==> src/rtl/cla_serial_subtractor.sv <==
// cla_serial_subtractor: multi-cycle unsigned subtractor computing (a - b) mod 2^WIDTH,
// three bits per clock through a single 3-bit carry look-ahead slice. The subtraction
// is done as a + ~b + 1, so the carry is seeded to 1 and borrow is the inverted final carry.
module cla_serial_subtractor #(
    parameter int WIDTH = 12
) (
    input  logic             clk,
    input  logic             rst,
    input  logic             start,
    input  logic [WIDTH-1:0] a,
    input  logic [WIDTH-1:0] b,
    output logic             busy,
    output logic             done,
    output logic [WIDTH-1:0] diff,
    output logic             borrow,
    output logic             zero
);

    localparam int N  = WIDTH / 3;
    localparam int KW = (N > 1) ? $clog2(N) : 1;
    localparam logic [KW-1:0] K_LAST = KW'(N - 1);

    typedef enum logic {
        IDLE = 1'b0,
        RUN  = 1'b1
    } state_t;

    state_t           state, state_nx;
    logic             load;      // capture operands this edge
    logic             step;      // process slice k this edge
    logic             last;      // slice k is the final slice

    logic [WIDTH-1:0] a_r;       // latched minuend
    logic [WIDTH-1:0] nb_r;      // latched, inverted subtrahend
    logic [WIDTH-1:0] res_r;     // partial result, never exposed on diff
    logic [WIDTH-1:0] res_nx;    // partial result with slice k filled in
    logic             c;         // carry into slice k
    logic [KW-1:0]    k;         // slice index

    logic [2:0]       x, y, g, p, s;
    logic             c1, c2, c3;

    // State register.
    always_ff @(posedge clk) begin
        if (rst) begin
            state <= IDLE;
        end else begin
            state <= state_nx;
        end
    end

    // Next-state and control decode.
    always_comb begin
        // NOTE: every signal written here gets a default first, so no path leaves it
        // unassigned and no latch is inferred.
        state_nx = state;
        load     = 1'b0;
        step     = 1'b0;
        last     = 1'b0;
        busy     = 1'b0;
        case (state)
            IDLE: begin
                if (start) begin
                    load     = 1'b1;
                    state_nx = RUN;
                end
            end
            RUN: begin
                busy = 1'b1;
                step = 1'b1;
                if (k == K_LAST) begin
                    last     = 1'b1;
                    state_nx = IDLE;
                end
            end
            default: state_nx = IDLE;
        endcase
    end

    // One 3-bit look-ahead slice over a_r and ~b at slice k, plus the merged result.
    always_comb begin
        x  = a_r[3*k +: 3];
        y  = nb_r[3*k +: 3];
        g  = x & y;
        p  = x ^ y;
        c1 = g[0] | (p[0] & c);
        c2 = g[1] | (p[1] & g[0]) | (p[1] & p[0] & c);
        c3 = g[2] | (p[2] & g[1]) | (p[2] & p[1] & g[0]) | (p[2] & p[1] & p[0] & c);
        s  = p ^ {c2, c1, c};
        res_nx             = res_r;
        res_nx[3*k +: 3]   = s;
    end

    // Operand and scratch registers.
    always_ff @(posedge clk) begin
        // NOTE: these registers carry no reset: they are always loaded on start before
        // anything reads them, and nothing outside sees them.
        if (load) begin
            a_r  <= a;
            nb_r <= ~b;
        end
        if (step) begin
            res_r <= res_nx;
        end
    end

    // Carry/index sequencing and the published result.
    always_ff @(posedge clk) begin
        // NOTE: sequential state uses non-blocking assignments so every register
        // updates from the values present before the edge.
        if (rst) begin
            c      <= 1'b0;
            k      <= '0;
            done   <= 1'b0;
            diff   <= '0;
            borrow <= 1'b0;
            zero   <= 1'b0;
        end else begin
            done <= 1'b0;
            if (load) begin
                c <= 1'b1;
                k <= '0;
            end
            if (step) begin
                c <= c3;
                k <= k + KW'(1);
            end
            if (last) begin
                diff   <= res_nx;
                borrow <= ~c3;
                zero   <= (res_nx == '0);
                done   <= 1'b1;
            end
        end
    end

endmodule

==> config.mk <==
export PLATFORM = sky130hd
export DESIGN_NAME = cla_serial_subtractor
export DESIGN_NICKNAME = d
export VERILOG_FILES = /design/src/rtl/cla_serial_subtractor.sv
export SDC_FILE = /design/constraint.sdc
export NUM_CORES = 1
export LEC_CHECK = 0
export CAP_MARGIN = 5
export CELL_PAD_IN_SITES_DETAIL_PLACEMENT = 1
export CELL_PAD_IN_SITES_GLOBAL_PLACEMENT = 2
export CORE_MARGIN = 5
export CORE_UTILIZATION = 37
export DETAILED_ROUTE_END_ITERATION = 6
export PLACE_DENSITY_LB_ADDON = 0.1
export SLEW_MARGIN = 5
export SYNTH_ARGS = -nofsm -noshare
export SYNTH_HDL_FRONTEND = slang
export SYNTH_SLANG_ARGS = --single-unit
export TNS_END_PERCENT = 1
==> constraint.sdc <==
create_clock -name clk -period 6.8 [get_ports clk]
set_input_delay 1.02 -clock clk [delete_from_list [all_inputs] [get_ports clk]]
set_output_delay 1.02 -clock clk [all_outputs]
set_load 0.005 [all_outputs]
==> results of run 1 <==
[report_power, final]
part / total (mW) / internal, mW / switching [mW]
registers: 0.380 / 0.369 / 0.0119
clock network: 0.184 / 0.0825 / 0.101
logic: 0.0947 / 0.0454 / 0.0493
[tightest hold or removal path: cells and delay by family, from the launching register on]
family           cells  cell delay (ns)
AO/OA/AOI/OAI        1             0.06
flip-flops           1             0.33
AND/OR/NAND/NOR      1             0.05
[routing by layer]
metal / global-route usage, % / vias up / part of all wire, %
li1: - / 731 / -
met1: 15.8 / 743 / 41
met2: 25.3 / 43 / 53
met3: 3.59 / 5 / 5.2
met4: 3.65 / 0 / 1.1
met5: 0 / - / 0
[how the worst max path moves through the flow]
stage                     slack (ns)   end  startpoint
after detailed placement        3.35  zero        k[0]
after CTS                       3.32  zero        k[0]
after floorplan                 3.79  zero        k[0]
after global placement          3.45  zero        k[0]
after global routing            3.18  zero        k[0]
final                           3.37  zero        k[0]
[sequential cells by signal, indices dropped and copies added (netlist names)]
register  count
a_r          12
borrow        1
c             1
diff         12
done          1
k             2
nb_r         12
res_r        11
state         1
zero          1
[cell usage in the layout, fill, tap and decap left out, types with 3 or more instances in the layout]
cell and instances:
nor3_1 4, o22ai_1 4, inv_1 23, ha_1 8
edfxtp_1 35, a21oi_1 5, nand3_1 3, o21ai_0 9
mux4_2 6, dfxtp_1 19, nand2_1 7, nor2_1 4
clkdlybuf4s50_1 42, clkbuf_8 6, a22o_1 8, nor2b_1 4
[cells by family after synthesis]
group | synth area share (%)
xor gates and xnor gates | 1.45
adders and majority gates | 5.14
DFF | 61.3
and+or+nand+nor | 8.84
buffers and inverters | 5.46
AOI/OAI and AO/OA | 11.6
muxes | 6.21
[metrics by stage]
| step | instance area, µm² | hold WS (ns) | setup WS [ns] | cells |
|---|---|---|---|---|
| after global routing | 2910 | 0.514 | 3.18 | 297 |
| final | 2910 | 0.476 | 3.37 | 297 |
| after floorplan | 2340 | 0.446 | 3.79 | 177 |
| after CTS | 2910 | 0.487 | 3.32 | 297 |
| after global placement | 2820 | 0.449 | 3.45 | 289 |
| after detailed placement | 2820 | 0.466 | 3.35 | 289 |
[layout make-up]
cell class                 instances  area, µm²  share of cell area [%]
clock buffer                       7       86.3                    2.96
clock inverter                     1       5.00                   0.172
inverter                          23       86.3                    2.96
multi-input combinational         92        779                    26.8
sequential                        54       1430                    49.1
tap                               77       96.3                    3.31
timing repair buffer              43        428                    14.7
==> results.toml, run 1 <==
[status]
status = "completed"

[worst_setup_path]
path_buf_inv = 0
r2r_start = "k[0]"
endpoint_kind = "flop"
slowest_stage = "dfxtp_1"
worst-path-max-fanout = 18
path_depth = 7
critPathTopFamily = "simple AND/OR/NAND/NOR gates"
critical-path-max-stage-delay_ns = 0.88
crit_type = "reg2reg"
arrival_ns = 3.68
timing.rr.end = "zero"
crit_chain = "mux4_2 -> fa_1 -> xnor2_2 -> o22ai_2 -> or4b_1 -> or4_1 -> o21ai_1"
ff2ff_path_depth = 7
start_kind = "flop"
cp.required_ns = 7.04
r2r_slack_ns = 3.37

[synth]
synth_edf_count = 35
yosysTopAreaCellShare_pct = 45.0
syn_avg_cell_area_um2 = 13.2
synth-seq-cells = 54
yosysSeqAreaShare_pct = 61.3
ys.flop_type = "edfxtp_1"
synth_nets = 213
yosys-top-cells-count = "edfxtp_1 (35), inv_1 (23), dfxtp_1 (19)"
netlist_area_um2 = 2340
yosys_warnings = 0
yosysUniqueCellTypes = 41
yosys.cell_count.top_type = "edfxtp_1"
synth_top_cell_by_area = "edfxtp_1"
synthCells = 177
synth_area_leaders = "edfxtp_1 (45%), dfxtp_1 (16%), mux4_2 (5.8%)"
synthArstFlopShare_pct = 0

[timing]
rsz0062_at_grt = "no"
tightestPinTransition_ns = 1.14
tns_ns = 0
maxSlewHeadroom_pct = 23.7
hold_viol_final = 0
report.final.setup_viol = 0
post-route-period-util_pct = 50.5
fin_skew_ns = 0.0147
slew_viol_final = 0
fmax_ghz = 0.291
fin_crit_ns = 3.43

[die]
core_um2 = 6240
die_h_um = 89.5
start_util_pct = 37.4
io_pins = 43
die_x_um = 89.5
die_area_um2 = 8000
rows = 29

[power_and_ir_drop]
p_leak_nw = 1.08
power.total_uw = 659
power_density_nw_per_um2 = 226
ir_worst_vdd_uv = 119

[detailed_routing]
drc_errors = 0
viasPerCell = 5.12
wirelength_um = 5100
drt_iter0_drc = 96
postRouteAntennaNets = 0
vias = 1522
dr.pass1.iters = 4
wl_per_cell_um = 17.2

[cells_and_area]
drive_above_1_share_pct = 10.5
area_growth_pct = 24.7
n_antenna_cell = 0
layout.nets = 255
final_core_util_pct = 46.7
fillCellCount = 656

[worst_hold_path]
min_from = "zero"
hold_path.class = "reg2reg"
hold_depth = 2
min_to = "zero"

[grt]
overflow = 0
grt_pass1_wl_um = 8230
grt.total_usage_pct = 13.8
grt_pass1_vias = 1688
grt_antenna_before_repair = 0
grt_max_degree = 25

[cts]
cts_hold_buf = 0
htree_levels = 2
cts_setup_buffers = 0
cts_tree = "done"
numClockSinks = 54
clockBufferDepth = 2
clkLatencyLatePin_ns = 0.31
clock-root-buffer = "clkbuf_8"
cts_buffers = 5
cts.clk_slew.worst_paths_ns = 0.10
cts_resized = 0

[placement]
place.gp.congestion = 0.782
numPortBuffers = 42
hpwl_um = 3740

[run]
max_cap_viol_count = 0
Note: power is estimated with default switching activity, not from simulation.
==> inputs of run 2 (changes only) <==
--- a/config.mk
+++ b/config.mk
@@ -9,7 +9,7 @@
 export CELL_PAD_IN_SITES_DETAIL_PLACEMENT = 1
 export CELL_PAD_IN_SITES_GLOBAL_PLACEMENT = 2
 export CORE_MARGIN = 5
-export CORE_UTILIZATION = 37
+export CORE_UTILIZATION = 35
 export DETAILED_ROUTE_END_ITERATION = 6
 export PLACE_DENSITY_LB_ADDON = 0.1
 export SLEW_MARGIN = 5
==> constraint.sdc (replaced) <==
create_clock -name clk -period 3.55 [get_ports clk]
set_input_delay 0.5325 -clock clk [delete_from_list [all_inputs] [get_ports clk]]
set_output_delay 0.5325 -clock clk [all_outputs]
set_load 0.005 [all_outputs]
==> results.toml, run 2 (same netlist as run 1, synthesis figures left out) <==
[status]
status = "completed"

[grt]
overflow = 0
grt_antenna_before_repair = 0
grt.total_usage_pct = 12.2
grt_pass1_vias = 1664
grt_max_degree = 25
grt_pass1_wl_um = 8100

[detailed_routing]
wirelength_um = 4890
postRouteAntennaNets = 0
viasPerCell = 5.17
vias = 1550
drc_errors = 0
dr.pass1.iters = 4
wl_per_cell_um = 16.3
drt_iter0_drc = 62

[placement]
numPortBuffers = 42
place.gp.congestion = 0.787
dpl_worst_slack_ns = 0.607
hpwl_um = 3700
placed_area_um2 = 2850

[cts]
clkLatencyLatePin_ns = 0.30
cts_resized = 0
htree_levels = 2
clock-root-buffer = "clkbuf_8"
cts.clk_slew.worst_paths_ns = 0.08
cts_setup_buffers = 0
cts_tree = "done"
numClockSinks = 54
cts_buffers = 5
clockBufferDepth = 2
cts_hold_buf = 0

[timing]
worst_slack_ns = 0.603
hold_viol_final = 0
fmax_ghz = 0.339
report.final.setup_viol = 0
slew_viol_final = 0
rsz0062_at_grt = "no"
fin_skew_ns = 0.00783
post-route-period-util_pct = 83.0
fin_crit_ns = 2.95
maxSlewHeadroom_pct = 48.3
tns_ns = 0
tightestPinTransition_ns = 0.776

[worst_setup_path]
arrival_ns = 3.18
r2r_slack_ns = 0.60
cp.required_ns = 3.78
start_kind = "flop"
crit_type = "reg2reg"
worst-path-max-fanout = 5
endpoint_kind = "flop"

[power_and_ir_drop]
ir_worst_vdd_uv = 231
p_leak_nw = 1.09
power_density_nw_per_um2 = 422

[cells_and_area]
drive_above_1_share_pct = 11.2
n_antenna_cell = 0
area_growth_pct = 25.3
final_core_util_pct = 45.6
fin_area_um2 = 2930
final_cell_mix = "clkdlybuf4s50_1 (42), edfxtp_1 (35), inv_1 (23)"
reg.largest.list = "a_r x12, diff x12, nb_r x12"
fillCellCount = 680
layout.nets = 259
layout_commonest_cell = "clkdlybuf4s50_1"

[die]
rows = 29
die_area_um2 = 8410
die_h_um = 91.7
io_pins = 43
core_um2 = 6420
start_util_pct = 36.4
die_x_um = 91.7

[run]
max_cap_viol_count = 0

[worst_hold_path]
hold_path.class = "reg2reg"
[run 2: final timing paths]
kind,from,end,cells past startpoint
max,k[0],zero,7
min,zero,zero,2
max reg2reg,k[0],zero,7
min reg2reg,zero,zero,2
[run 2: per-stage QoR]
step                      instances  hold slack (ns)  power, mW
final                           300            0.455       1.24
after global routing            300            0.478       1.31
after CTS                       300            0.461       1.27
after detailed placement        293            0.448      0.937
after global placement          293            0.438      0.930
after floorplan                 177            0.446      0.852
[run 2: report_power, final]
group,switching [mW],internal [mW]
registers,0.0128,0.706
clock network,0.181,0.136
logic,0.106,0.0954
[run 2: routing by layer]
metal | GRT usage [%] | part of all wire, % | wire length (µm) | vias to the layer above
li1 | - | - | - | 736
met1 | 14.0 | 43 | 2110 | 768
met2 | 21.9 | 51 | 2510 | 40
met3 | 2.70 | 4.1 | 200 | 6
met4 | 5.07 | 1.5 | 74 | 0
met5 | 0 | 0 | 0 | -
[run 2: layout make-up]
type | count | area, µm² | area share (%)
clock buffer | 7 | 76.3 | 2.61
inverter | 23 | 86.3 | 2.95
multi-input combinational | 92 | 779 | 26.6
sequential | 54 | 1430 | 48.9
tap | 77 | 96.3 | 3.29
timing repair buffer | 47 | 458 | 15.6
[run 2: worst max-delay path: stages, from the launching register on]
cell and delay (ns):
dfxtp_1 0.49, mux4_2 0.58, fa_1 0.48, xnor2_2 0.19
o22ai_2 0.12, or4b_1 0.50, or4_1 0.40, o21ai_1 0.13
==> inputs of run 3 (changes only) <==
==> constraint.sdc (replaced) <==
create_clock -name clk -period 2.9 [get_ports clk]
set_input_delay 0.435 -clock clk [delete_from_list [all_inputs] [get_ports clk]]
set_output_delay 0.435 -clock clk [all_outputs]
set_load 0.005 [all_outputs]
==> results.toml, run 3 (same netlist as run 1, synthesis figures left out) <==
[die]
rows = 29
die_area_um2 = 8410
core_um2 = 6420
die_h_um = 91.7
io_pins = 43
die_x_um = 91.7
start_util_pct = 36.4

[cts]
htree_levels = 2
cts_buffers = 5
clockBufferDepth = 2
clkLatencyLatePin_ns = 0.30
numClockSinks = 54
cts.clk_slew.worst_paths_ns = 0.10
clock-root-buffer = "clkbuf_8"
cts_hold_buf = 0
cts_tree = "done"

[power_and_ir_drop]
power.total_mw = 1.58
p_clk_share_pct = 27.3
p_sw_uw = 387
switching_share_pct = 24.6
power_frac_seq_pct = 55.8
p_leak_nw = 1.14
intPower_mw = 1.19
power_density_nw_per_um2 = 520
pwr-share-comb_pct = 16.9
ir_worst_vdd_uv = 238

[worst_setup_path]
start_kind = "flop"
worstSetupStartpoint = "k[0]"
timing.rr.end = "zero"
cp.required_ns = 3.15
crit_chain = "mux4_2 -> fa_2 -> xnor2_2 -> o22ai_2 -> or4b_1 -> or4_4 -> o21ai_2"
r2r_start = "k[0]"
slowest_stage = "mux4_2"
crit_path_end = "zero"
arrival_ns = 3.03
endpoint_kind = "flop"
crit_type = "reg2reg"
critical-path-max-stage-delay_ns = 0.54
worst-path-max-fanout = 5
r2r_slack_ns = 0.11
ff2ff_path_depth = 7

[timing]
slew_viol_final = 0
hold_viol_final = 0
fin_crit_ns = 2.79
rsz0062_at_grt = "no"
tightestPinTransition_ns = 0.431
post-route-period-util_pct = 96.0
fmax_ghz = 0.359
fin_skew_ns = 0.00950
maxSlewHeadroom_pct = 71.2
report.final.setup_viol = 0

[grt]
overflow = 0
grt_antenna_before_repair = 0
grt_max_degree = 25
grt_pass1_wl_um = 8500
grt.total_usage_pct = 12.9
grt_pass1_vias = 1750

[cells_and_area]
reg.largest.list = "a_r x12, diff x12, nb_r x12"
final_cell_mix = "clkdlybuf4s50_1 (42), edfxtp_1 (35), inv_1 (23)"
layout.nets = 267
layout_commonest_cell = "clkdlybuf4s50_1"
area_growth_pct = 29.7
drive_above_1_share_pct = 17.2
n_antenna_cell = 0
fin_area_um2 = 3030

[run]
max_cap_viol_count = 0

[detailed_routing]
viasPerCell = 5.03
wirelength_um = 5040
vias = 1553
drc_errors = 0
wl_per_cell_um = 16.3
dr.pass1.iters = 4
drt_iter0_drc = 50
postRouteAntennaNets = 0

[placement]
hpwl_um = 3810
numPortBuffers = 42
place.gp.congestion = 0.827
placed_area_um2 = 2900

[worst_hold_path]
hold_path.class = "reg2reg"

[status]
status = "completed"
[run 3: timing repair]
item,CTS,global route
hold endpoints to repair,0,0
endpoints found under the setup margin,1,1
cloned,0,0
resized for setup,2,3
setup buffers,0,2
pin swaps,1,4
[run 3: worst min path at each step]
stage	startpoint	end	cells after the start
after floorplan	zero	zero	2
after global placement	zero	zero	2
after detailed placement	zero	zero	2
after CTS	zero	zero	2
after global routing	zero	zero	2
final	zero	zero	2
[run 3: layout make-up]
class	count	area (µm²)
Timing Repair Buffer	55	518
Clock inverter	1	5.00
Clock buffer	7	86.3
Fill cell	669	3390
Sequential cell	54	1440
Tap cell	77	96.3
Multi-Input combinational cell	92	802
Inverter	23	86.3
[run 3: power by group through the flow]
| stage | Combinational, mW | Clock, mW | Sequential, mW |
|---|---|---|---|
| floorplan | 0.149 | 0 | 0.895 |
| global placement | 0.248 | 0 | 0.895 |
| detailed placement | 0.252 | 0 | 0.898 |
| CTS | 0.254 | 0.454 | 0.881 |
| global route | 0.295 | 0.480 | 0.883 |
| finish | 0.266 | 0.431 | 0.879 |
[run 3: through the flow]
step | worst slack [ns] | instances | hold slack, ns | setup TNS [ns] | utilization, %
6_report | 0.115 | 309 | 0.457 | 0 | 47.2
5_1_grt | 0.000852 | 309 | 0.499 | 0 | 47.2
4_1_cts | 0.0275 | 307 | 0.460 | 0 | 46.6
3_5_place_dp | -0.0129 | 299 | 0.446 | -0.0129 | 45.1
3_3_place_gp | 0.0569 | 299 | 0.445 | 0 | 45.1
2_1_floorplan | 0.0157 | 177 | 0.446 | 0 | -
[run 3: critical path, delay by kind of cell, from the launching register on]
family	cells	cell delay (ns)
compound gates	2	0.22
fa+ha+maj	1	0.42
flops	1	0.40
simple gates	2	0.94
mux	1	0.54
xor+xnor	1	0.21
[run 3: layer usage]
| layer | up-vias | global-route usage, % | routed length [µm] |
|---|---|---|---|
| met4 | 0 | 4.08 | 68 |
| met3 | 5 | 3.44 | 204 |
| li1 | 756 | - | - |
| met5 | - | 0 | 0 |
| met1 | 758 | 14.4 | 2030 |
| met2 | 34 | 23.7 | 2740 |
